===== src/rtl/tdm_slot_sequencer.sv =====
// ---------------------------------------------------------------------------
// tdm_slot_sequencer
//
// Frame aligner that feeds the 1-to-16 channel demultiplexer in the receive
// path. It hunts the serial TDM stream for the sync word and locks onto the
// frame. While framed, it forwards each payload bit together with the 4-bit
// select of the slot that bit belongs to. It checks the sync word at the end
// of every frame and drops back to hunting after MISS_LIMIT consecutive misses.
//
// Frame layout: 16 slots of BITS_PER_SLOT payload bits, then SYNC_W sync bits.
//
// Parameters:
//   SYNC_W         sync word length in bits (2..16)
//   SYNC_WORD      expected sync pattern, MSB received first
//   BITS_PER_SLOT  payload bits per slot (2..64)
//   MISS_LIMIT     consecutive bad sync words that drop lock (1..7)
//
// Ports:
//   clk          in   system clock, rising edge
//   rst_n        in   asynchronous active-low reset
//   bit_in       in   serial received bit
//   bit_valid    in   bit_in qualifier; only qualified cycles advance state
//   slot_enable  in   [15:0] per-slot output enable (TDM_SLOT_MASK_EN only)
//   data_out     out  payload bit to the demux (0 whenever data_valid=0)
//   select_out   out  [3:0] slot/channel index to the demux select
//   data_valid   out  data_out/select_out carry a payload bit
//   locked       out  frame lock indicator
//   frame_start  out  pulse with the first payload bit of slot 0
//   sync_err     out  pulse when a sync check fails
//
// Build option:
//   TDM_SLOT_MASK_EN  adds slot_enable; masked slots keep counting and still
//                     pulse frame_start, but produce data_valid=0, data_out=0.
// ---------------------------------------------------------------------------
module tdm_slot_sequencer #(
    parameter int                SYNC_W        = 8,
    parameter logic [SYNC_W-1:0] SYNC_WORD     = 8'hA5,
    parameter int                BITS_PER_SLOT = 8,
    parameter int                MISS_LIMIT    = 2
) (
    input  logic        clk,
    input  logic        rst_n,
    input  logic        bit_in,
    input  logic        bit_valid,
`ifdef TDM_SLOT_MASK_EN
    input  logic [15:0] slot_enable,
`endif
    output logic        data_out,
    output logic [3:0]  select_out,
    output logic        data_valid,
    output logic        locked,
    output logic        frame_start,
    output logic        sync_err
);

    localparam int BIT_W = (BITS_PER_SLOT > 1) ? $clog2(BITS_PER_SLOT) : 1;
    localparam int CHK_W = $clog2(SYNC_W);

    localparam logic [BIT_W-1:0] BIT_LAST = BIT_W'(BITS_PER_SLOT - 1);
    localparam logic [CHK_W-1:0] CHK_LAST = CHK_W'(SYNC_W - 1);
    localparam logic [2:0]       MISS_MAX = 3'(MISS_LIMIT);

    typedef enum logic [1:0] {
        HUNT,
        FRAME,
        CHECK
    } state_t;

    state_t            state;
    logic [SYNC_W-1:0] shift_reg;
    logic [BIT_W-1:0]  bit_cnt;
    logic [3:0]        slot_cnt;
    logic [CHK_W-1:0]  chk_cnt;
    logic [2:0]        miss_cnt;

    logic [SYNC_W-1:0] shift_next;
    logic [2:0]        miss_next;
    logic              slot_on;

    // The sync comparison includes the bit arriving this cycle, so a match is
    // acted on in the same qualified cycle as its last bit.
    assign shift_next = {shift_reg[SYNC_W-2:0], bit_in};
    assign miss_next  = miss_cnt + 3'd1;

    // Per-slot output gating; it does not affect counting or sync checking.
`ifdef TDM_SLOT_MASK_EN
    assign slot_on = slot_enable[slot_cnt];
`else
    assign slot_on = 1'b1;
`endif

    // Single sequencer: HUNT searches for the sync word bit by bit. FRAME
    // walks the 16 slots and emits registered payload bits. CHECK gathers the
    // next sync word and decides whether to keep, flywheel or drop the frame.
    // The pulse outputs default low each cycle, so idle (bit_valid=0) cycles
    // emit nothing and leave all counters untouched.
    always_ff @(posedge clk or negedge rst_n) begin
        if (!rst_n) begin
            state       <= HUNT;
            shift_reg   <= '0;
            bit_cnt     <= '0;
            slot_cnt    <= 4'd0;
            chk_cnt     <= '0;
            miss_cnt    <= 3'd0;
            data_out    <= 1'b0;
            select_out  <= 4'd0;
            data_valid  <= 1'b0;
            locked      <= 1'b0;
            frame_start <= 1'b0;
            sync_err    <= 1'b0;
        end else begin
            data_out    <= 1'b0;
            data_valid  <= 1'b0;
            frame_start <= 1'b0;
            sync_err    <= 1'b0;
            if (bit_valid) begin
                case (state)
                    HUNT: begin
                        shift_reg <= shift_next;
                        if (shift_next == SYNC_WORD) begin
                            state    <= FRAME;
                            slot_cnt <= 4'd0;
                            bit_cnt  <= '0;
                        end
                    end
                    FRAME: begin
                        data_valid  <= slot_on;
                        data_out    <= bit_in & slot_on;
                        select_out  <= slot_cnt;
                        frame_start <= (slot_cnt == 4'd0) && (bit_cnt == '0);
                        if (bit_cnt == BIT_LAST) begin
                            // Slot counter wraps 15 -> 0, which is where
                            // the next frame starts after the sync check.
                            bit_cnt  <= '0;
                            slot_cnt <= slot_cnt + 4'd1;
                            if (slot_cnt == 4'd15) begin
                                state   <= CHECK;
                                chk_cnt <= '0;
                            end
                        end else begin
                            bit_cnt <= bit_cnt + BIT_W'(1);
                        end
                    end
                    CHECK: begin
                        shift_reg <= shift_next;
                        chk_cnt   <= chk_cnt + CHK_W'(1);
                        if (chk_cnt == CHK_LAST) begin
                            if (shift_next == SYNC_WORD) begin
                                miss_cnt <= 3'd0;
                                locked   <= 1'b1;
                                state    <= FRAME;
                            end else begin
                                sync_err <= 1'b1;
                                if (miss_next == MISS_MAX) begin
                                    locked   <= 1'b0;
                                    miss_cnt <= 3'd0;
                                    state    <= HUNT;
                                end else begin
                                    // Flywheel: assume the frame timing
                                    // still holds.
                                    miss_cnt <= miss_next;
                                    state    <= FRAME;
                                end
                            end
                        end
                    end
                    default: state <= HUNT;
                endcase
            end
        end
    end

endmodule


===== config.mk =====
export PLATFORM = sky130hd
export DESIGN_NAME = tdm_slot_sequencer
export DESIGN_NICKNAME = d
export VERILOG_FILES = /design/src/rtl/tdm_slot_sequencer.sv
export SDC_FILE = /design/constraint.sdc
export NUM_CORES = 1
export LEC_CHECK = 0
export BUFFER_PORTS_ARGS = -buffer_cell sky130_fd_sc_hd__buf_2
export CELL_PAD_IN_SITES_DETAIL_PLACEMENT = 1
export CELL_PAD_IN_SITES_GLOBAL_PLACEMENT = 1
export CORE_AREA = 2 2 61 63
export DETAILED_ROUTE_END_ITERATION = 7
export DIE_AREA = 0 0 63 65
export PLACE_DENSITY_LB_ADDON = 0.3
export SKIP_LAST_GASP = 1
export SLEW_MARGIN = 5
export SYNTH_ARGS = -nofsm -noshare
export SYNTH_HDL_FRONTEND = slang
export SYNTH_SLANG_ARGS = --single-unit

===== constraint.sdc =====
create_clock -name clk -period 1.9 [get_ports clk]
set_input_delay 0.38 -clock clk [delete_from_list [all_inputs] [get_ports clk]]
set_output_delay 0.38 -clock clk [all_outputs]
set_load 0.02 [all_outputs]

* Yosys cells after proc, flatten, opt, wreduce, memory -nomap -nowiden
Cells that the tools add are included.
Word-level totals: RAM bits 0, input bits 4, ROM bits 0, latch bits 0, memories 0, logic and storage cells 73, register bits after elaboration 31, output and inout bits 9
Cells by class: bitwise logic cells 0, reduce and logical (&&, ||, !) cells 16, $lt $le $gt $ge 0, add/subtract/negate cells 4, shift operators 0, divide/modulo/power cells 0, equal/unequal tests 11, $mul 0, mux-type cells 30
Operators with widths (number):
- two-way mux 3 bit | 6
- two-way mux 1 bit | 14
- case mux 3 bit (2 select lines) | 2
- AND reduction 4 bit | 3
- adder 3 x 1 -> 3 bit (second input constant) | 3
- equality test 8 bit (second input constant) | 1
- two-way mux 2 bit | 4
- two-way mux 4 bit | 2
- != test 2 bit (second input constant) | 4
- case mux 4 bit (2 select lines) | 1
- equality test 3 bit (second input constant) | 2
- case mux 2 bit (3 select lines) | 1
- AND reduction 3 bit | 2
- nonzero test 2 bit | 3
- AND reduction 5 bit | 1
- adder 4 x 1 -> 4 bit (second input constant) | 1
- equality test 4 bit (second input constant) | 1
- zero test 4 bit | 1
- AND reduction 2 bit | 2
- equality test 3 x 2 -> 1 bit (second input constant) | 1
- zero test 3 bit | 1
- equality test 2 x 1 -> 1 bit (second input constant) | 1
- equality test 2 bit (second input constant) | 1
- zero test 2 bit | 1
- 2 further kinds | 2

* Depth between registers and ports, before layout
Gate-level depths: netlist of the first run.
word-level depth 6, mapped depth 6, depth with buffers taken out 6

* Worst setup path after synthesis of the first run
Ideal clock, no wire load.
path kind register to register, from register bit_cnt[0], to register slot_cnt[3], slack 0.484 ns, data required time 1.824 ns, arrival time 1.339 ns, setup time 0.076 ns, period minus slack after synthesis 1.416 ns, stages on the path, launching flop included 7, path through dfrtp_1 ha_1 ha_1 and4b_1 a31oi_1 o21ai_1 o21ai_1
Between the ends: word-level cells in the longest chain between the ends 3
Ends and longest elaborated chain:
- start: declaration | RTL line 71 | logic [BIT_W-1:0] bit_cnt;
- start signal: assignment | RTL line 141 | bit_cnt <= bit_cnt + BIT_W'(1);
- equality test 3 bit | RTL line 131 | if (bit_cnt == BIT_LAST) begin
- != test 2 bit (no source line)
- AND reduction 4 bit (no source line)
- end signal: assignment | RTL line 135 | slot_cnt <= slot_cnt + 4'd1;
- end: declaration | RTL line 72 | logic [3:0] slot_cnt;
No other way between the ends. A chain may end at the register's enable or synchronous reset.

* Worst setup path after layout of the first run
from register bit_cnt[1], to register slot_cnt[3]
The elaborated chain is that of the path after synthesis.

==> results.md, run 1 <==
* Gate power share at 0.119
* Min cycle time layout at ~1.6 ns
* Max_cap viols at 0
* Post-DRT Antenna Nets at 0
* Detailed Route WL at 3387 um
* Worst EP required at between 2 and 2.5 ns
* Post-route setup TNS at 0 ns
* Worst reg-to-reg setup slack at about 0.27 ns
* Syn Nets at between 150 and 200
* Synthesized area at around 1500 sq um
* Synth Area per Inst at 10.30 sq um
* Sw Ratio at 0.2466
* Achievable Freq at approximately 610 MHz
* Post-route DRC at 0
* Antenna Cells at 0
* Clk sinks at 31
* Reg2Reg Depth at 6
* Clk buf depth at 2
* Startpoint type of the worst setup path: register
* Worst-path clk slew at 0.10 ns
* CTS Buf Count at 5
* Chip height at ~65 um
* Starting density of the core at 0.4388
* IO Port Bufs at 12
* Grt total ovfl at 0
* Fill cells at 414
* FF-to-FF Start: bit_cnt[1]
* P_int at ~1.1 mW
* Max-slew violations at 0
* Crit Path Category: reg2reg
* Synthesized flop and latch total at 31
* GRT Resource Usage Total at 0.1920
* TritonRoute pass-1 iters at 4
* Final setup vio count at 0
* Crit path arrival time at roughly 1.9 ns
* Max_slew headroom at 0.5379
* Worst vdd rail ir drop at just under 500 uV
* Setup crit end: slot_cnt[3]
* Avg Vias per Cell at roughly 5.2
* Post-CTS Hold Fix Bufs at 0
* Depth of the CTS H-tree at 2
* Fin nets at ~180
* Clock Tree Root: clkbuf_4
* P per Cell Area at 839.6 nW/um^2
* Hold Crit Class: in2async
* Part of the power in registers at 0.509
* Status: finished, final reports clean
* Yosys top cell area share at 0.5057
* Post-CTS setup buffers at 0
* Most frequent cells in the layout: nand2_1 (39), dfrtp_1 (31), buf_2 (12), ha_1 (9)
* Floorplan core area at 3496 sq um
* Dominant cells by area after synthesis: dfrtp_1 (51%), nand2_1 (9.5%), ha_1 (7.3%), a22o_1 (4.0%), o21ai_0 (2.0%)
* Die footprint at a little over 4000 sq um
* Tightest Pin Transition at 0.6932 ns
* Via count at around 1,100
* CTS tree: done
* Clock Skew at ~0.0066 ns
* Total net switching power at 0.3575 mW
* Clock power share at 0.371
* Antenna violations before repair at 0
* Yosys top cell by area: dfrtp_1
* Layout area overhead at 12.56%
* Fraction of layout instances using a drive strength above 1 at 0.1796
* Period utilisation layout at 0.8570
* Placed cell areas at between 1500 and 2000 sq um
* Commonest non-fill, non-tap cell in the layout: nand2_1
* Insertion delay to the later sink of the worst-skew pair at between 0.3 and 0.4 ns
* Post-Synthesis Cells at approximately 150
* Post_cts resized at 0
* Initial drt markers at 9
* Sequential area share after synthesis at 0.5057
* Final Hold Fails at 0
* Netlist cell types at 38
* Detailed placement HPWL at 2584 um
* Row count at 22
* Die X at ~63 um
* First-pass GRT wire length at 5920 um
* Crit-path max FO at 8
* Leak at ~0.89 nW
* Boundary pin count at 13
* Max FFs per register at 7
* Cell area after layout at between 1500 and 2000 sq um
* Yosys warns at 0
* Worst r2r dst: slot_cnt[3]
* Setup crit start: bit_cnt[1]
* Routed length per instance at ~16 um
* Endpoint class of the critical path: register
* Vias in the first global route at 1,256
* Global placer's final weighted congestion at approximately 0.73
* RSZ-0062 raised after global routing: false
* Pin count of the biggest net entering global routing at 32
-- synth_stat cells (all sizes together) --
| cell type | n |
|---|---|
| nand3 | 3 |
| nor2 | 3 |
| and3 | 3 |
| buf | 4 |
| o21ai | 12 |
| a22o | 7 |
| nand2b | 1 |
| a32o | 1 |
| o22ai | 2 |
| nor3b | 1 |
| o41ai | 1 |
| and4b | 1 |
| mux2 | 1 |
| or2b | 1 |
| mux2i | 2 |
| ha | 9 |
| inv | 8 |
| dfrtp | 31 |
| a31oi | 1 |
| nor4b | 1 |
| or4b | 1 |
| nor2b | 3 |
| and2 | 3 |
| xnor2 | 1 |
| a21oi | 4 |
| nand2 | 40 |
| o21bai | 1 |
| and4bb | 2 |
| and4 | 1 |
-- cells by family (layout without fill, tap and decap cells) --
kind of cell / Yosys count / after routing / share of synthesized area
compound gates: 29 / 29 / 0.1338
xor+xnor: 1 / 1 / 0.005711
mux: 3 / 3 / 0.02039
buf+inv: 12 / 30 / 0.03834
flops: 31 / 31 / 0.5057
simple gates: 64 / 64 / 0.2227
fa+ha+maj: 9 / 9 / 0.07341
-- layout make-up --
class                   count  area (sq um)  share of cell area
flip-flops and latches     31         775.7              0.4493
multi-input cells         106         699.4              0.4051
repair buffers             14         75.07             0.04348
well taps                  48         60.06             0.03478
clock buffers               6         51.30             0.02971
clock inverters             2         35.03             0.02029
inverters                   8         30.03             0.01739
-- power by group through the flow --
stage	combinational, mW	sequential (mW)	clock [mW]
global route	0.205	0.745	0.592
global placement	0.163	0.748	0
CTS	0.177	0.739	0.554
detailed placement	0.174	0.753	0
finish	0.173	0.738	0.538
floorplan	0.118	0.746	0
-- how the worst min path moves through the flow --
stage                    endpoint   from  slack [ns]
floorplan              bit_cnt[0]  rst_n        0.08
global placement       chk_cnt[0]  rst_n        0.45
detailed placement    frame_start  rst_n        0.46
CTS                 select_out[1]  rst_n        0.09
global route        select_out[1]  rst_n        0.11
finish              select_out[1]  rst_n        0.08
-- critical path: stages (launching register included) --
cell	delay, ns
dfrtp_1	0.41
ha_1	0.19
ha_1	0.28
and4b_1	0.24
a31oi_1	0.25
o21ai_1	0.12
o21ai_1	0.08
-- per-layer routing --
metal | track usage | vias to the layer above | share of wire
met5 | 0 | - | 0
met4 | 0.05833 | 0 | 0.017
met3 | 0.06597 | 7 | 0.032
met2 | 0.3444 | 16 | 0.54
met1 | 0.2144 | 556 | 0.41
li1 | - | 549 | -
-- through the flow --
| stage | util | power, mW | std cells | hold WS, ns | setup slack, ns |
|---|---|---|---|---|---|
| floorplan | - | 0.8640 | 149 | 0.08441 | 0.4844 |
| global placement | 0.4692 | 0.9111 | 207 | 0.4500 | 0.4093 |
| detailed placement | 0.4692 | 0.9269 | 207 | 0.4615 | 0.3026 |
| CTS | 0.4939 | 1.470 | 215 | 0.09220 | 0.2848 |
| global route | 0.4939 | 1.542 | 215 | 0.1119 | 0.1604 |
| finish | 0.4939 | 1.450 | 215 | 0.08054 | 0.2717 |
Power figures use the tool's default switching activity.
==> run 2: changes to the inputs <==
--- a/config.mk
+++ b/config.mk
@@ -5,12 +5,12 @@
 export SDC_FILE = /design/constraint.sdc
 export NUM_CORES = 1
 export LEC_CHECK = 0
-export BUFFER_PORTS_ARGS = -buffer_cell sky130_fd_sc_hd__buf_2
 export CELL_PAD_IN_SITES_DETAIL_PLACEMENT = 1
 export CELL_PAD_IN_SITES_GLOBAL_PLACEMENT = 1
-export CORE_AREA = 2 2 61 63
+export CORE_AREA = 2 2 46 80
 export DETAILED_ROUTE_END_ITERATION = 7
-export DIE_AREA = 0 0 63 65
+export DIE_AREA = 0 0 48 82
+export DONT_BUFFER_PORTS = 1
 export PLACE_DENSITY_LB_ADDON = 0.3
 export SKIP_LAST_GASP = 1
 export SLEW_MARGIN = 5
==> run 2 against run 1 <==
Effect of this change: register-to-register slack is essentially flat; clock-buffer cell count unchanged; via count is 1.9% lower; final cell count shrank 6.0%; first-iteration DRC count rose by 100%; worst setup slack lost 0.0049 ns; flip-flop and latch count stayed put; critical endpoint unchanged; largest power group unchanged.
==> results.md, run 2 (synthesis gave the netlist of run 1 again) <==
* Status: finished, final reports clean
* Antenna violations before repair at 0 (unchanged)
* CTS Buf Count at 5 (unchanged)
* Endpoint class of the critical path: register
* Worst r2r dst: slot_cnt[3]
* Leak at 0.8573 nW (-4.0%)
* Grt total ovfl at 0 (unchanged)
* Vias in the first global route at 1,210 (-3.7%)
* Crit Path Category: reg2reg
* Die footprint at 3936 sq um (-3.9%)
* Avg Vias per Cell at 5.480 (+4.5%)
* Sw Ratio at 0.2344 (-0.01223)
* Pin count of the biggest net entering global routing at 32 (unchanged)
* Finished Core Util at 0.5180 (+0.02413)
* Placed cell areas at 1577 sq um (-3.9%)
* Antenna Cells at 0 (unchanged)
* CTS tree: done
* Hold Path End: shift_reg[0]
* Clk buf depth at 2 (unchanged)
* Hold Path Depth at 2
* First-pass GRT wire length at 5375 um (-9.2%)
* Fin nets at 169 (-5.6%)
* Total Power at 1.581 mW (+9.1%)
* Chip height at 82 um (+26%)
* Post-route setup TNS at 0 ns (unchanged)
* P per Cell Area at 916.9 nW/um^2 (+9.2%)
* Final setup vio count at 0 (unchanged)
* Worst vdd rail ir drop at 619.8 uV (+27%)
* Min cycle time layout at 1.633 ns (+0.004894 ns)
* M2 GR Usage at 0.3307 (-0.01375)
* Worst reg-to-reg setup slack at 0.27 ns (about the same)
* Detailed placement HPWL at 2336 um (-9.6%)
* Max_slew headroom at 0.7240 (+0.1862)
* Hold Path Origin: bit_in
* Initial drt markers at 18 (+9)
* Non-Filler Instances at 202 (-6.0%)
* Dpl ws at 0.2805 ns (-0.02213 ns)
* Layout area overhead at 12.40%
* Most frequent cells in the layout: nand2_1 (39), dfrtp_1 (31), ha_1 (9), inv_1 (7), a22o_1 (7)
* Clk sinks at 31 (unchanged)
* Placed insts at 192 (-7.2%)
* Hold Crit Class: in2reg
* P_int at 1.210 mW (+11%)
* Starting density of the core at 0.4609 (+0.02210)
* Achievable Freq at 612.3 MHz (-0.30%)
* Row count at 28 (+27%)
* Final Hold Slack at 0.2138 ns (+0.1333 ns)
* Gate power share at 0.110 (-0.009)
* Cell area after layout at 1724 sq um (-0.15%)
* M1 GR Usage at 0.2033 (-0.01113)
* TritonRoute pass-1 iters at 4 (unchanged)
* Max_cap viols at 0 (unchanged)
* Crit-path max FO at 8 (unchanged)
* Post-route DRC at 0 (unchanged)
* Final Hold Fails at 0 (unchanged)
* Floorplan core area at 3328 sq um (-4.8%)
* Clock Skew at 0.006045 ns (-0.0005860 ns)
* Total net switching power at 0.3705 mW (+3.6%)
* Startpoint type of the worst setup path: register
* Period utilisation layout at 0.8596 (+0.002576)
* Routed length per instance at 15.33 um (-2.7%)
* Max-slew violations at 0 (unchanged)
* Depth of the CTS H-tree at 2 (unchanged)
* Worst EP required at 2.11 ns (-0.05 ns)
* Met3 usage at 0.07692 (+0.01095)
* Clock Tree Root: clkbuf_8
* GRT Resource Usage Total at 0.1947 (+0.002669)
* Worst-path clk slew at 0.07 ns (-0.03 ns)
* IO Port Bufs at 0 (-12)
* Crit path arrival time at 1.85 ns (-0.04 ns)
* Max FFs per register at 7 (unchanged)
* Detailed Route WL at 3097 um (-8.6%)
* Part of the power in registers at 0.468 (-0.041)
* Clock power share at 0.422 (+0.051)
* Fraction of layout instances using a drive strength above 1 at 0.1210 (-0.05862)
* Die X at 48 um (-24%)
* Most crowded layer after global routing: met2
* Global placer's final weighted congestion at 0.7651 (+4.4%)
* Reg2Reg Depth at 6 (unchanged)
* FF-to-FF Start: bit_cnt[1]
* Tightest Pin Transition at 0.4139 ns (-0.2792 ns)
* Final WS setup at 0.2668 ns (-0.004894 ns)
* Commonest non-fill, non-tap cell in the layout: nand2_1
* Post-DRT Antenna Nets at 0 (unchanged)
* Insertion delay to the later sink of the worst-skew pair at 0.28 ns (-0.05 ns)
* Via count at 1,107 (-1.9%)
* RSZ-0062 raised after global routing: false
* Boundary pin count at 13 (unchanged)
-- run 2: cell count changes in the layout (fill, tap and decap cells not counted) --
cell           before  now
buf_2              12    0
clkbuf_4            5    0
clkbuf_8            1    6
buf_12              0    1
dlygate4sd3_1       0    1
-- run 2: power by group through the flow --
stage | Clock [mW] | Sequential, mW | Combinational, mW
finish | 0.667 | 0.740 | 0.174
global route | 0.715 | 0.746 | 0.206
CTS | 0.687 | 0.740 | 0.177
detailed placement | 0 | 0.753 | 0.157
global placement | 0 | 0.749 | 0.141
floorplan | 0 | 0.746 | 0.118
-- run 2: timing repair --
item,CTS,global route
hold endpoints to repair,31,0
gates resized for setup,0,0
setup endpoints to repair,0,0
hold buffers,2,0
buffers inserted,0,0
-- run 2: worst max-delay path, cell delays in order, from the launching register on --
cell	delay, ns
dfrtp_1	0.40
ha_1	0.19
ha_1	0.29
and4b_1	0.24
a31oi_1	0.25
o21ai_1	0.12
o21ai_1	0.07
-- run 2: how the worst max path moves through the flow --
stage | from | to | slack [ns] | cells after the start
floorplan | bit_cnt[0] | slot_cnt[3] | 0.48 | 6
global placement | bit_cnt[1] | slot_cnt[3] | 0.31 | 6
detailed placement | bit_cnt[1] | slot_cnt[3] | 0.28 | 6
CTS | bit_cnt[1] | slot_cnt[3] | 0.26 | 6
global route | bit_cnt[1] | slot_cnt[3] | 0.16 | 6
finish | bit_cnt[1] | slot_cnt[3] | 0.27 | 6
-- run 2: routing by layer --
metal | routed length [um] | vias up
met2 | 1707 | 19
li1 | - | 527
met1 | 1201 | 553
met5 | 0 | -
met4 | 68 | 0
met3 | 120 | 8
-- run 2: final cells by class --
class	count	area [sq um]
multi-input cells	106	699.4
well taps	45	56.30
clock buffers	6	82.58
inverters	8	30.03
clock inverters	2	35.03
fillers	368	1604
flip-flops and latches	31	775.7
repair buffers	4	45.04
==> run 3: changes to the inputs <==
--- a/config.mk
+++ b/config.mk
@@ -7,9 +7,9 @@
 export LEC_CHECK = 0
 export CELL_PAD_IN_SITES_DETAIL_PLACEMENT = 1
 export CELL_PAD_IN_SITES_GLOBAL_PLACEMENT = 1
-export CORE_AREA = 2 2 46 80
+export CORE_AREA = 4 4 48 82
 export DETAILED_ROUTE_END_ITERATION = 7
-export DIE_AREA = 0 0 48 82
+export DIE_AREA = 0 0 52 86
 export DONT_BUFFER_PORTS = 1
 export PLACE_DENSITY_LB_ADDON = 0.3
 export SKIP_LAST_GASP = 1
==> run 3 against run 2 <==
Effect of this change: via count down 2.9%; sequential power up 0.9%; non-clock buffer count unchanged; sequential share of layout area up 0.46 points; highest routed layer unchanged.
==> results.md, run 3 (synthesis gave the netlist of run 1 again) <==
* Status: finished, final reports clean
* Antenna Cells at 0 (unchanged)
* Hold Crit Class: in2reg
* Avg Vias per Cell at 5.322 (-2.9%)
* IO Port Bufs at 0 (unchanged)
* Final setup vio count at 0 (unchanged)
* Die footprint at 4472 sq um (+14%)
* Endpoint class of the critical path: register
* Crit-path cells: ha_1, ha_1, and4b_1, a31oi_1, o21ai_1, o21ai_1
* P per Cell Area at 865.3 nW/um^2 (-5.6%)
* Dpl ws at 0.2713 ns (-0.009216 ns)
* Starting density of the core at 0.4609 (unchanged)
* Max_cap viols at 0 (unchanged)
* Worst-path clk slew at 0.06 ns (about the same)
* Post-CTS setup buffers at 0 (unchanged)
* Die X at 52 um (+8.3%)
* Commonest non-fill, non-tap cell in the layout: nand2_1
* Boundary pin count at 13 (unchanged)
* Period utilisation layout at 0.8645 (+0.004897)
* Detailed Route WL at 3159 um (+2.0%)
* Crit Path Category: reg2reg
* Total Power at 1.477 mW (-6.6%)
* Floorplan core area at 3328 sq um (unchanged)
* Leak at 0.8477 nW (-1.1%)
* Max FFs per register at 7 (unchanged)
* Post-DRT Antenna Nets at 0 (unchanged)
* TritonRoute pass-1 iters at 4 (unchanged)
* CTS Buf Count at 5 (unchanged)
* Initial drt markers at 9 (-9)
* Grt total ovfl at 0 (unchanged)
* Cell area after layout at 1707 sq um (-1.0%)
* Max-slew violations at 0 (unchanged)
* Clock Skew at 0.003925 ns (-0.002120 ns)
* Crit-path max FO at 8 (unchanged)
* Final WS setup at 0.2575 ns (-0.009305 ns)
* Tightest Pin Transition at 0.3991 ns (-0.01480 ns)
* Most frequent cells in the layout: nand2_1 (39), dfrtp_1 (31), ha_1 (9)
* RSZ-0062 raised after global routing: false
* CTS tree: done
* GRT Resource Usage Total at 0.1682 (-0.02641)
* Finished Core Util at 0.5128 (-0.005263)
* CP max stage delay at 0.41 ns (about the same)
* Detailed placement HPWL at 2394 um (+2.5%)
* Crit path arrival time at 1.84 ns (about the same)
* Min cycle time layout at 1.643 ns (+0.009305 ns)
* Worst vdd rail ir drop at 747.7 uV (+21%)
* Insertion delay to the later sink of the worst-skew pair at 0.28 ns (about the same)
* Vias in the first global route at 1,183 (-2.2%)
* Antenna violations before repair at 0 (unchanged)
* Fin nets at 169 (unchanged)
* First-pass GRT wire length at 5554 um (+3.3%)
* Startpoint type of the worst setup path: register
* Post-route DRC at 0 (unchanged)
* Clk sinks at 31 (unchanged)
* Row count at 28 (unchanged)
* Via count at 1,075 (-2.9%)
* Pin count of the biggest net entering global routing at 32 (unchanged)
* Clock Tree Root: clkbuf_8
* Routed length per instance at 15.64 um (+2.0%)
* Depth of the CTS H-tree at 2 (unchanged)
* Post_cts resized at 0 (unchanged)
* Achievable Freq at 608.8 MHz (-0.57%)
* Post-route setup TNS at 0 ns (unchanged)
* Global placer's final weighted congestion at 0.8090 (+5.7%)
* Chip height at 86 um (+4.9%)
* Placed cell areas at 1577 sq um (unchanged)
* Buf/Inv on CP at 0 (unchanged)
* Worst EP required at 2.10 ns (about the same)
* Clk buf depth at 2 (unchanged)
* Fraction of layout instances using a drive strength above 1 at 0.1146 (-0.006369)
* Kind of cell adding the most delay to the critical path: adder cells
* Layout area overhead at 11.26%
* Max_slew headroom at 0.7339 (+0.009867)
* Final Hold Fails at 0 (unchanged)
* CP max-delay cell: dfrtp_1
run 3: changes by cell type in the layout (fill, tap and decap cells not counted):
cell / change
bufinv_16: -1
clkbuf_1: +1
clkinv_2: -1
clkbuf_8: +1
run 3: through the flow:
stage / cells / hold slack [ns]
after floorplan: 149 / 0.08441
after CTS: 202 / 0.2056
after global placement: 192 / 0.08515
after detailed placement: 192 / 0.08512
final: 202 / 0.2108
after global routing: 202 / 0.2307
run 3: worst paths after layout:
kind                           endpoint  slack, ns         start  cells past startpoint
setup / recovery            slot_cnt[3]       0.26    bit_cnt[1]                      6
hold / removal             shift_reg[0]       0.21        bit_in                      2
max in group asynchronous   miss_cnt[0]       1.18         rst_n                      2
hold reg to reg            shift_reg[2]       0.49  shift_reg[2]                      2
min in group asynchronous   slot_cnt[0]       0.55         rst_n                      2
setup reg to reg            slot_cnt[3]       0.26    bit_cnt[1]                      6
run 3: what timing repair did:
| action | in CTS | in global routing |
|---|---|---|
| endpoints found under the hold margin | 31 | 0 |
| hold buffers | 2 | 0 |
| endpoints found under the setup margin | 0 | 0 |
run 3: layout make-up:
type / instances / area [sq um]
well taps: 45 / 56.30
inverters: 8 / 30.03
flip-flops and latches: 31 / 775.7
clock buffers: 8 / 100.1
fillers: 369 / 1622
repair buffers: 4 / 45.04
multi-input cells: 106 / 699.4
run 3: where the power goes:
| part | switching [mW] | total, mW | leakage (nW) | internal (mW) |
|---|---|---|---|---|
| Sequential | 0.0401 | 0.747 | 0.421 | 0.707 |
| Clock | 0.234 | 0.564 | 0.0515 | 0.330 |
| Combinational | 0.0871 | 0.166 | 0.376 | 0.0785 |
run 3: per-layer routing:
metal | up-vias | routed length, um | track usage
li1 | 525 | - | -
met1 | 525 | 1238 | 0.1796
met2 | 18 | 1737 | 0.2978
met3 | 7 | 111 | 0.04174
met4 | 0 | 72 | 0.07876
met5 | - | 0 | 0
